===== config.mk =====
export PLATFORM = sky130hd
export DESIGN_NAME = dmem_lsu_master
export DESIGN_NICKNAME = d
export VERILOG_FILES = /design/src/rtl/dmem_pkg.sv /design/src/rtl/dmem_lsu_master.sv
export SDC_FILE = /design/constraint.sdc
export NUM_CORES = 1
export LEC_CHECK = 0
export CAP_MARGIN = 0
export CORE_MARGIN = 8
export CORE_UTILIZATION = 44
export DETAILED_ROUTE_END_ITERATION = 10
export GPL_ROUTABILITY_DRIVEN = 1
export PLACE_DENSITY = 0.93
export RECOVER_POWER = 100
export SLEW_MARGIN = 30
export SYNTH_ARGS = -nofsm -noshare
export SYNTH_HDL_FRONTEND = slang
export SYNTH_SLANG_ARGS = --single-unit

===== constraint.sdc =====
create_clock -name clk -period 2.8 [get_ports clk]
set_clock_uncertainty 0.05 [all_clocks]
set_input_delay 0.56 -clock clk [delete_from_list [all_inputs] [get_ports clk]]
set_output_delay 0.56 -clock clk [all_outputs]
set_load 0.05 [all_outputs]

===== src/rtl/dmem_pkg.sv =====
// Shared constants for the data-memory load/store unit: default widths,
// memory depth and the 3-bit FSM state encoding.
package dmem_pkg;

   localparam int DMEM_ADDR_W = 16;
   localparam int DMEM_DATA_W = 16;
   localparam int DMEM_LEN_W  = 3;
   localparam int DMEM_DEPTH  = 8;

   localparam logic [2:0] ST_IDLE  = 3'd0;
   localparam logic [2:0] ST_WRITE = 3'd1;
   localparam logic [2:0] ST_READ  = 3'd2;
   localparam logic [2:0] ST_RESP  = 3'd3;
   localparam logic [2:0] ST_DONE  = 3'd4;

   // The 8-word memory only decodes the low address bits.
   function automatic logic [2:0] mem_index(input logic [DMEM_ADDR_W-1:0] addr);
      return addr[2:0];
   endfunction

endpackage


===== src/rtl/dmem_lsu_master.sv =====
// Initiator-side load/store unit for the 16-bit single-port data memory.
// Turns single or burst (1..8 word) requests into one memory beat per cycle
// for stores and one read per two cycles for loads.
//
// Handshakes: every channel (req, wdata, resp) transfers on a rising clock
// edge where valid and ready are both high. A valid source holds its payload
// until that edge; ready never depends on the same channel's valid.
import dmem_pkg::*;

module dmem_lsu_master #(
   parameter int ADDR_W = DMEM_ADDR_W,
   parameter int DATA_W = DMEM_DATA_W,
   parameter int LEN_W  = DMEM_LEN_W
) (
   input  logic              clk,
   input  logic              rst_n,
   input  logic              req_valid,
   output logic              req_ready,
   input  logic              req_write,
   input  logic [ADDR_W-1:0] req_addr,
   input  logic [LEN_W-1:0]  req_len,
   input  logic              wdata_valid,
   output logic              wdata_ready,
   input  logic [DATA_W-1:0] wdata,
   output logic              resp_valid,
   input  logic              resp_ready,
   output logic [DATA_W-1:0] resp_rdata,
   output logic              resp_last,
   output logic              done,
   output logic [ADDR_W-1:0] mem_access_addr,
   output logic [DATA_W-1:0] mem_write_data,
   output logic              mem_write_en,
   output logic              mem_read,
   input  logic [DATA_W-1:0] mem_read_data,
   output logic [2:0]        state_dbg
);

   logic [2:0]        state_q;
   logic [ADDR_W-1:0] addr_q;
   logic [LEN_W-1:0]  cnt_q;
   logic [DATA_W-1:0] rdata_q;
   logic              last_q;

   // FSM, address/beat counter and load response register.
   always_ff @(posedge clk or negedge rst_n) begin
      if (!rst_n) begin
         state_q <= ST_IDLE;
         addr_q  <= '0;
         cnt_q   <= '0;
         rdata_q <= '0;
         last_q  <= 1'b0;
      end else begin
         case (state_q)
            ST_IDLE: begin
               if (req_valid) begin
                  addr_q  <= req_addr;
                  cnt_q   <= req_len;
                  state_q <= req_write ? ST_WRITE : ST_READ;
               end
            end
            ST_WRITE: begin
               // Stall with no write until a store beat is offered.
               if (wdata_valid) begin
                  addr_q <= addr_q + 1'b1;
                  cnt_q  <= cnt_q - 1'b1;
                  if (cnt_q == '0) state_q <= ST_DONE;
               end
            end
            ST_READ: begin
               // Memory read data is combinational, so capture it this edge.
               rdata_q <= mem_read_data;
               last_q  <= (cnt_q == '0);
               state_q <= ST_RESP;
            end
            ST_RESP: begin
               if (resp_ready) begin
                  if (last_q) begin
                     state_q <= ST_DONE;
                  end else begin
                     addr_q  <= addr_q + 1'b1;
                     cnt_q   <= cnt_q - 1'b1;
                     state_q <= ST_READ;
                  end
               end
            end
            ST_DONE: state_q <= ST_IDLE;
            default: state_q <= ST_IDLE;
         endcase
      end
   end

   // Outputs decode directly from the state register so the memory strobes
   // fall as soon as reset asserts; address/data are forced to zero when no
   // strobe is active.
   assign req_ready       = (state_q == ST_IDLE);
   assign wdata_ready     = (state_q == ST_WRITE);
   assign mem_write_en    = (state_q == ST_WRITE) && wdata_valid;
   assign mem_read        = (state_q == ST_READ);
   assign mem_access_addr = (mem_write_en || mem_read) ? addr_q : '0;
   assign mem_write_data  = mem_write_en ? wdata : '0;
   assign resp_valid      = (state_q == ST_RESP);
   assign resp_rdata      = rdata_q;
   assign resp_last       = (state_q == ST_RESP) && last_q;
   assign done            = (state_q == ST_DONE);
   assign state_dbg       = state_q;

endmodule

==> results.cfg <==
[setup_path]
path_class = in -> out
timing.rr.end = addr_q[5]
crit_fanout = 17
startpoint = wdata_valid
reg2reg_depth = 4
crit_required_ns = 2.19
path_cells = clkdlybuf4s50_1 > nand2b_2 > nor2_2 > clkbuf_2 > and2_0 > buf_12
crit_end = mem_write_data[11]
endpoint_kind = output port
r2r-start = state_dbg[0]
r2r_setup_slack_ns = 0.31
worstSetupStartpointType = input port
cpPeakStageDelay_ns = 0.50
cp.arrival_ns = 2.01
slowest_stage = clkdlybuf4s50_1

[timing]
slew_violations = 40
tns_ns = 0
hold_viol = 0
finalCritPeriodShare = 0.936
rsz0062_at_grt = no
fin_crit_ns = 2.62
setup_viol = 0
slew_headroom = -0.415
max_freq_mhz = 382
worstMarginPinSlew_ns = 2.12
setup_ws_ns = 0.180

[clocking]
cts_max_path_buffers = 2
ctsHoldBuffers = 0
clkSlewWorstSetupHoldPaths_ns = 0.07
ctsResizeCount = 0
cts.sinks = 39
cts_setup_buffers = 0
clock_latency_ns = 0.28
cts_root_buf = clkbuf_8
cts_max_level = 2
numCtsBuffers = 5
cts_tree = done

[layout]
drive_above_1_share = 0.201
syn2layout_area_growth_pct = 56.9
finish.instance_area_um2 = 3740
multi_input_area_um2 = 1250
n_fill_cell = 406
n_antenna_cell = 0
regArea_um2 = 976
nets = 409

[detailed_routing]
top_layer_used = met4
routed_wl_um = 7170
drc = 0
met1_length_um = 2630
met3_length_um = 681
met2_length_um = 3760
wl_per_cell_um = 17.0
ant_nets = 0
vias = 2314
drt_first_pass_iters = 4
dr.first_iter.drc_count = 154
vias_per_cell = 5.50

[synth]
yosysWarnings = 0
synthCells = 243
synth_area_leader_cell = dfrtp_1
yosys_register_bits = 39
synth_cell_type_count = 45
netlist_top_cells_area = dfrtp_1, mux2_2, and2_1
synth-main-ff-cell = dfrtp_1
synth-edff-count = 0
syn_nets = 303
avgSynthCellArea_um2 = 9.81
syn-cell-area_um2 = 2380
ys_seq_area_frac = 0.409
synth_top_area_share = 0.409
synthArstFlopShare = 1.00

[power]
ir_worst_vdd_uv = 998
leakage_nw = 1.52
p_per_area_nw_per_um2 = 1380

[grt]
grt_pass1_vias = 2316
track_usage = 0.185
grt_pass1_wl_um = 11400
gr-total-overflow = 0
antenna_found_initial = 0
grt_max_degree = 40

[place]
post-place-ws_ns = 0.253
hpwl_um = 5570
globalplace.congestion = 0.814
dpl_cell_area_um2 = 3880
port_buffers = 114

[floorplanning]
dieArea_um2 = 8030
fp.dieW_um = 89.6
row_count = 27
dieHeight_um = 89.6
core_um2 = 5370
start_util = 0.444
io_pins = 115

[hold_path]
min_path_cells = 1
hold_class = reg -> reg

[run_status]
status = complete, but fails checks
violations = max-capacitance violations, max-slew violations

[job]
cap_violations = 1
-- state kept, by name (all words and copies together) (netlist names) --
name / flops
addr_q: 16
cnt_q: 3
last_q: 1
resp_rdata: 16
state_dbg: 3
-- report_power, final --
group | switching, W | total, W | internal (W) | leakage (nW)
registers | 0.000257 | 0.00111 | 0.000854 | 0.456
clock network | 0.000187 | 0.000448 | 0.000261 | 0.0513
logic | 0.00228 | 0.00361 | 0.00133 | 1.02
-- how the worst min path moves through the flow --
stage	start	endpoint	slack [ns]
detailed placement	resp_rdata[11]	resp_rdata[11]	0.43
finish	resp_rdata[11]	resp_rdata[11]	0.43
floorplan	rst_n	addr_q[0]	0.21
global placement	resp_rdata[12]	resp_rdata[12]	0.42
global route	resp_rdata[11]	resp_rdata[11]	0.46
CTS	rst_n	addr_q[14]	0.37
-- through the flow --
| stage | std cells | total power, W | hold slack [ns] | util |
|---|---|---|---|---|
| global placement | 414 | 0.00508 | 0.416 | 0.722 |
| CTS | 421 | 0.00565 | 0.369 | 0.741 |
| finish | 421 | 0.00517 | 0.430 | 0.696 |
| global route | 421 | 0.00549 | 0.462 | 0.696 |
| floorplan | 243 | 0.00372 | 0.214 | - |
| detailed placement | 414 | 0.00519 | 0.431 | 0.722 |
-- synthesized netlist by cell type, types with 7 or more instances --
| library cell | count |
|---|---|
| nand2_1 | 16 |
| dfrtp_1 | 39 |
| and2_1 | 19 |
| nor2b_1 | 17 |
| a2bb2oi_1 | 9 |
| nand3_1 | 8 |
| o22ai_1 | 8 |
| buf_2 | 9 |
| nand4_1 | 7 |
| mux2_2 | 14 |
| nor2_1 | 8 |
| a21oi_1 | 8 |
-- logic make-up (layout without fill, tap and decap cells) --
logic type	after synthesis	count (layout)	share of synthesized area
flops	39	39	0.409
simple gates	96	96	0.228
compound gates	60	60	0.194
fa+ha+maj	3	3	0.0157
mux	20	20	0.0929
buf+inv	25	131	0.0598
-- critical path: cells and delay by family --
kind,cells,cell delay (ns)
buffers and inverters,3,0.98
and+or+nand+nor,3,0.47
-- routing by layer --
metal  vias up  GRT usage
met2       106      0.322
met5         -          0
li1       1094          -
met3         9     0.0682
met4         0     0.0544
met1      1105      0.204
-- area by class of cell --
cell class              count  share of cell area
well taps                  72              0.0241
multi-input cells         179               0.335
clock inverters             1             0.00803
clock buffers               6              0.0194
repair buffers            120               0.349
inverters                   4             0.00401
flip-flops and latches     39               0.261
-- cell usage in the layout, fill, tap and decap left out, types with 5 or more instances in the layout --
cell / n
nor2_1: 9
o211ai_1: 6
clkdlybuf4s50_1: 53
o22ai_1: 8
nand2_1: 16
and2_0: 15
o21ai_0: 5
clkbuf_1: 5
buf_12: 21
dlygate4sd3_1: 23
a31oi_1: 5
a21oi_1: 8
dfrtp_1: 39
nor2b_1: 17
buf_4: 5
nor3_1: 6
mux2_2: 14
clkbuf_8: 5
nand3_1: 8
a2bb2oi_1: 9
nand4_1: 7
clkbuf_2: 14
Note: power is estimated with default switching activity, not from simulation.
